File: config.mk
export PLATFORM = sky130hd
export DESIGN_NAME = seg7_reader
export DESIGN_NICKNAME = d
export VERILOG_FILES = /design/src/rtl/seg7_reader.sv
export SDC_FILE = /design/constraint.sdc
export NUM_CORES = 1
export LEC_CHECK = 0
export ABC_AREA = 0
export CORE_AREA = 2 2 68 70
export DETAILED_ROUTE_END_ITERATION = 10
export DIE_AREA = 0 0 70 72
export SLEW_MARGIN = 20
export SYNTH_ARGS = -nofsm -noshare
export SYNTH_HDL_FRONTEND = slang
export SYNTH_SLANG_ARGS = --single-unit
File: constraint.sdc
create_clock -name clk -period 3.2 [get_ports clk]
set_clock_uncertainty 0.2 [all_clocks]
set_input_delay 0.32 -clock clk [delete_from_list [all_inputs] [get_ports clk]]
set_output_delay 0.32 -clock clk [all_outputs]
set_load 0.01 [all_outputs]
File: src/rtl/seg7_reader.sv
// Readback decoder for the 7-segment path: debounces {sign, seg} samples and reports
// each newly stable pattern once as a 5-bit two's-complement value over valid/ready.
module seg7_reader #(
  parameter int STABLE_CYCLES = 4
) (
  input  logic       clk,
  input  logic       rst_n,
  input  logic [6:0] seg_in,
  input  logic       sign_in,
  input  logic       sample_en,
  input  logic       out_ready,
  output logic       out_valid,
  output logic [4:0] out_value,
  output logic       out_error
);

  typedef enum logic [1:0] {TRACK, PRESENT, LOCKED} state_t;

  localparam logic [3:0] SC = 4'(STABLE_CYCLES);

  state_t     state, state_n;
  logic [7:0] last, last_n, rep, rep_n, sample;
  logic [3:0] cnt, cnt_n, run_cnt;
  logic       valid_n, err_n;
  logic [4:0] value_n;
  logic [5:0] dec;

  assign sample = {sign_in, seg_in};

  // Returns {error, value}; errors always carry a zero value.
  function automatic logic [5:0] decode(input logic [7:0] s);
    logic [4:0] mag;
    logic [4:0] neg;
    logic       ok;
    ok  = 1'b1;
    mag = 5'd0;
    case (s[6:0])
      7'b0000001: mag = 5'd0;
      7'b1001111: mag = 5'd1;
      7'b0010010: mag = 5'd2;
      7'b0000110: mag = 5'd3;
      7'b1001100: mag = 5'd4;
      7'b0100100: mag = 5'd5;
      7'b0100000: mag = 5'd6;
      7'b0001111: mag = 5'd7;
      7'b0000000: mag = 5'd8;
      7'b0000100: mag = 5'd9;
      7'b0001000: mag = 5'd10;
      7'b1100000: mag = 5'd11;
      7'b0110001: mag = 5'd12;
      7'b1000010: mag = 5'd13;
      7'b0110000: mag = 5'd14;
      7'b0111000: mag = 5'd15;
      7'b0100001: mag = 5'd16;
      default:    ok  = 1'b0;
    endcase
    neg = 5'd0 - mag;
    if (!ok || (!s[7] && mag == 5'd16) || (s[7] && mag == 5'd0))
      return {1'b1, 5'd0};
    return {1'b0, s[7] ? neg : mag};
  endfunction

  assign dec = decode(sample);

  always_ff @(posedge clk or negedge rst_n) begin
    if (!rst_n) begin
      state     <= TRACK;
      last      <= '0;
      rep       <= '0;
      cnt       <= '0;
      out_valid <= 1'b0;
      out_value <= '0;
      out_error <= 1'b0;
    end else begin
      state     <= state_n;
      last      <= last_n;
      rep       <= rep_n;
      cnt       <= cnt_n;
      out_valid <= valid_n;
      out_value <= value_n;
      out_error <= err_n;
    end
  end

  always_comb begin
    state_n = state;
    last_n  = last;
    rep_n   = rep;
    cnt_n   = cnt;
    valid_n = out_valid;
    value_n = out_value;
    err_n   = out_error;
    run_cnt = '0;
    case (state)
      TRACK: begin
        if (sample_en) begin
          if (cnt == 4'd0 || sample != last) begin
            last_n  = sample;
            run_cnt = 4'd1;
          end else begin
            run_cnt = (cnt >= SC) ? SC : cnt + 4'd1;
          end
          cnt_n = run_cnt;
          if (run_cnt == SC) begin
            valid_n          = 1'b1;
            {err_n, value_n} = dec;
            rep_n            = sample;
            state_n          = PRESENT;
          end
        end
      end
      PRESENT: begin
        if (out_ready) begin
          valid_n = 1'b0;
          state_n = LOCKED;
        end
      end
      LOCKED: begin
        // Only a pattern different from the one just reported restarts tracking.
        if (sample_en && sample != rep) begin
          last_n  = sample;
          cnt_n   = 4'd1;
          state_n = TRACK;
          if (SC == 4'd1) begin
            valid_n          = 1'b1;
            {err_n, value_n} = dec;
            rep_n            = sample;
            state_n          = PRESENT;
          end
        end
      end
      default: state_n = TRACK;
    endcase
  end

endmodule

==> impl_results.md <==
- Drt drc: 0
- Vias: roughly 1.5k
- Root Buffer: clkbuf_8
- GRT Util Overall: 0.1791
- ANT cells: 0
- Flop pwr share: 0.446
- Die area: between 5000 and 6000 um2
- #FFs+latches synth: 29
- Setup crit start: seg_in[0]
- Antenna violations before repair: 0
- Status: finished clean
- Clock-pin slew on the worst setup and hold paths: about 60 ps
- Layout cells sized above 1: 0.3067
- Register area share after synthesis: 0.3890
- Final setup vio count: 0
- Port bufs: 18
- Tightest Pin Transition: between 500 and 600 ps
- Vias/cell: about 5.4
- Gate Count Post-Synth: approximately 180
- Fin Setup TNS: 0 ps
- Cell-internal power: around 0.65 mW
- Ratio of final minimum period to clock period: 0.9426
- RePlAce Congestion: ~0.84
- Startpoint type of the worst setup path: input port
- Core area: around 4300 um2
- Path depth of the worst reg2reg path: 6
- CP Class: in2reg
- Async set-reset flop share out of synthesis: 1.000
- Nets: approximately 240
- Top Ports: 19
- Worst-path fanout max: 4
- CTS H-tree depth: 2
- Final std cells w/o fill: approximately 280
- Post-synthesis cell type count: between 40 and 50
- Max-cap violations: 0
- CTS tree: yes
- CTS Hold Buffers Added: 0
- # rows: 24
- Slew Viols, Final: 0
- HP Class: in2async
- Total Wirelength: 4.077 mm
- Top FF cell, synth: dfrtp_1
- Drt wl/cell: roughly 15 um
- Largest net degree at the start of global routing: 30
- Clk_lat worst skew: 280 ps
- First-pass DRT Iterations: 4
- Syn Std Cell Area: 1866 um2
- Sw Share: 0.2507
- EDFF count, synth: 0
- # placed instances: between 200 and 300
- Final HPWL DP: between 3 and 4 mm
- Vias in the first global route: approximately 1.5k
- Die H: between 70 and 80 um
- Final instance area: about 2400 um2
- Global-route wire length before repair: around 7 mm
- Placed instance area: 2285 um2
- # clock sinks: 29
- Fin util: 0.5681
- Routed Antenna Nets: 0
- FF-to-FF Start: cnt[0]
- DR iter-0 viols: 44
- Count of final hold-check violations: 0
- Initial Utilization: 0.4375
- Inserted Clock Buffers: 5
- CTS Buffer Depth: 2
- CP arrival: roughly 3000 ps
- Synthesis Warnings: 0
- Leak pwr: around 1.1 nW
- Sw power: 0.2175 mW
- Worst R2R End: out_value[0]
- Power density over the cells: between 300 and 400 nW/um2
- Die width: roughly 70 um
- Gate power share: 0.170
- Synthesized area per cell: just over 10 um2
- Crit. End Element: register
- Clock share of power: 0.384
- RSZ-0062 raised after global routing: no
- Slew margin rel.: 0.6562
- VDD IR max: 0.0001596 V
- Syn_nets: 199
- Layout Area Growth over Synthesis: 29.85%
- Worst Setup EP: out_value[2]
- WP data required: roughly 3200 ps
- Flop-to-flop setup slack: approximately 810 ps
- Final min period: ~3000 ps
- Total grt overflow: 0
- Fmax: approximately 330 MHz
==> Yosys cell counts (3+ instances only) <==
cell      number  area (um2)
buf_2          4       20.02
nor2_1        10       37.54
ha_1           5       62.56
xnor2_1        5       43.79
nand2_1        5       18.77
and3_1         4       25.02
nand4_1        3       18.77
nor4_1         5       31.28
clkbuf_1      11       41.29
nand3_1        4       20.02
nor4b_1        4       35.03
inv_1          7       26.28
o21ai_0        5       25.02
a211oi_1       3       22.52
xor2_1        15       131.4
nor3b_1        3       22.52
a22o_1         4       35.03
nand3b_1       3       22.52
nand2b_1       4       25.02
dfrtp_1       29       725.7
mux2_2        17       191.4
==> power groups by stage <==
stage                     logic (mW)  registers, mW  clock network [mW]
after CTS                      0.149          0.387               0.340
after floorplan               0.0851          0.392                   0
final                          0.148          0.387               0.333
after detailed placement       0.145          0.393                   0
after global placement         0.141          0.393                   0
after global routing           0.164          0.388               0.360
==> critical path: stages <==
cell,delay (ps)
dlygate4sd2_1,260
or4b_4,520
or4b_4,550
and4_4,170
ha_2,180
and3_4,150
ha_1,190
mux2_4,300
nor3b_4,240
a22o_1,160
==> logic make-up after synthesis <==
group	after synthesis	share of synthesized area
compound gates	26	0.1080
xor+xnor	20	0.09390
fa+ha+maj	5	0.03353
buf+inv	23	0.05299
flops	29	0.3890
mux	18	0.1080
simple gates	61	0.2146
==> cell type report <==
class | count | area (um2)
Multi-Input combinational cell | 130 | 1070
Clock inverter | 1 | 5.005
Inverter | 7 | 26.28
Tap cell | 52 | 65.06
Clock buffer | 7 | 96.34
Timing Repair Buffer | 51 | 434.2
Fill cell | 372 | 1842
Sequential cell | 29 | 725.7
==> repair_timing <==
item,in CTS,in global routing
setup endpoints to repair,4,6
gates cloned,0,0
gates resized for setup,5,5
endpoints found under the hold margin,0,0
buffers inserted,1,0
pin swaps,2,4
==> worst min-delay path by stage <==
stage / cells after the start / to / startpoint
floorplan: 0 / cnt[0] / rst_n
global placement: 1 / out_valid / out_valid
detailed placement: 1 / out_valid / out_valid
CTS: 2 / state[0] / rst_n
global route: 2 / state[0] / rst_n
finish: 2 / cnt[1] / rst_n
==> metrics by stage <==
step / setup slack, ps / hold WS (ps) / total power, mW
global placement: -276.9 / 276.3 / 0.5335
finish: 183.8 / 215.6 / 0.8676
floorplan: 130.5 / -175.6 / 0.4771
CTS: 2.379 / 227.2 / 0.8750
detailed placement: -378.1 / 288.8 / 0.5382
global route: 34.21 / 250.2 / 0.9121
==> state kept, by name (all words and copies together) (netlist names) <==
signal     count
state          2
out_valid      1
cnt            4
last           8
out_error      1
rep            8
out_value      5
==> cell usage in the layout (no fill, tap or decap), types with 2 or more instances in the layout <==
master | synthesis | final
a211oi_1 | 3 | 3
a22o_1 | 4 | 4
a31oi_1 | 2 | 2
a32oi_1 | 2 | 2
and2_1 | 2 | 2
and3_1 | 4 | 3
and4_4 | 1 | 2
buf_4 | 0 | 33
clkbuf_8 | 0 | 7
clkdlybuf4s50_1 | 0 | 14
dfrtp_1 | 29 | 29
dlymetal6s2s_1 | 0 | 3
ha_1 | 5 | 4
inv_1 | 7 | 7
mux2_2 | 17 | 16
nand2_1 | 5 | 5
nand2b_1 | 4 | 4
nand3_1 | 4 | 4
nand3b_1 | 3 | 3
nand4_1 | 3 | 3
nor2_1 | 10 | 10
nor2b_1 | 2 | 2
nor3_1 | 2 | 2
nor3b_1 | 3 | 2
nor4_1 | 5 | 4
nor4b_1 | 4 | 4
o21a_1 | 2 | 2
o21ai_0 | 5 | 5
or4_1 | 2 | 2
or4b_4 | 1 | 2
xnor2_1 | 5 | 5
xor2_1 | 15 | 15
==> per-layer routing <==
layer	GRT usage	routed length (um)
met5	0	0
met4	0.06624	60
met3	0.04444	155
met2	0.3048	1923
met1	0.2220	1937
Power figures use the tool's default switching activity.
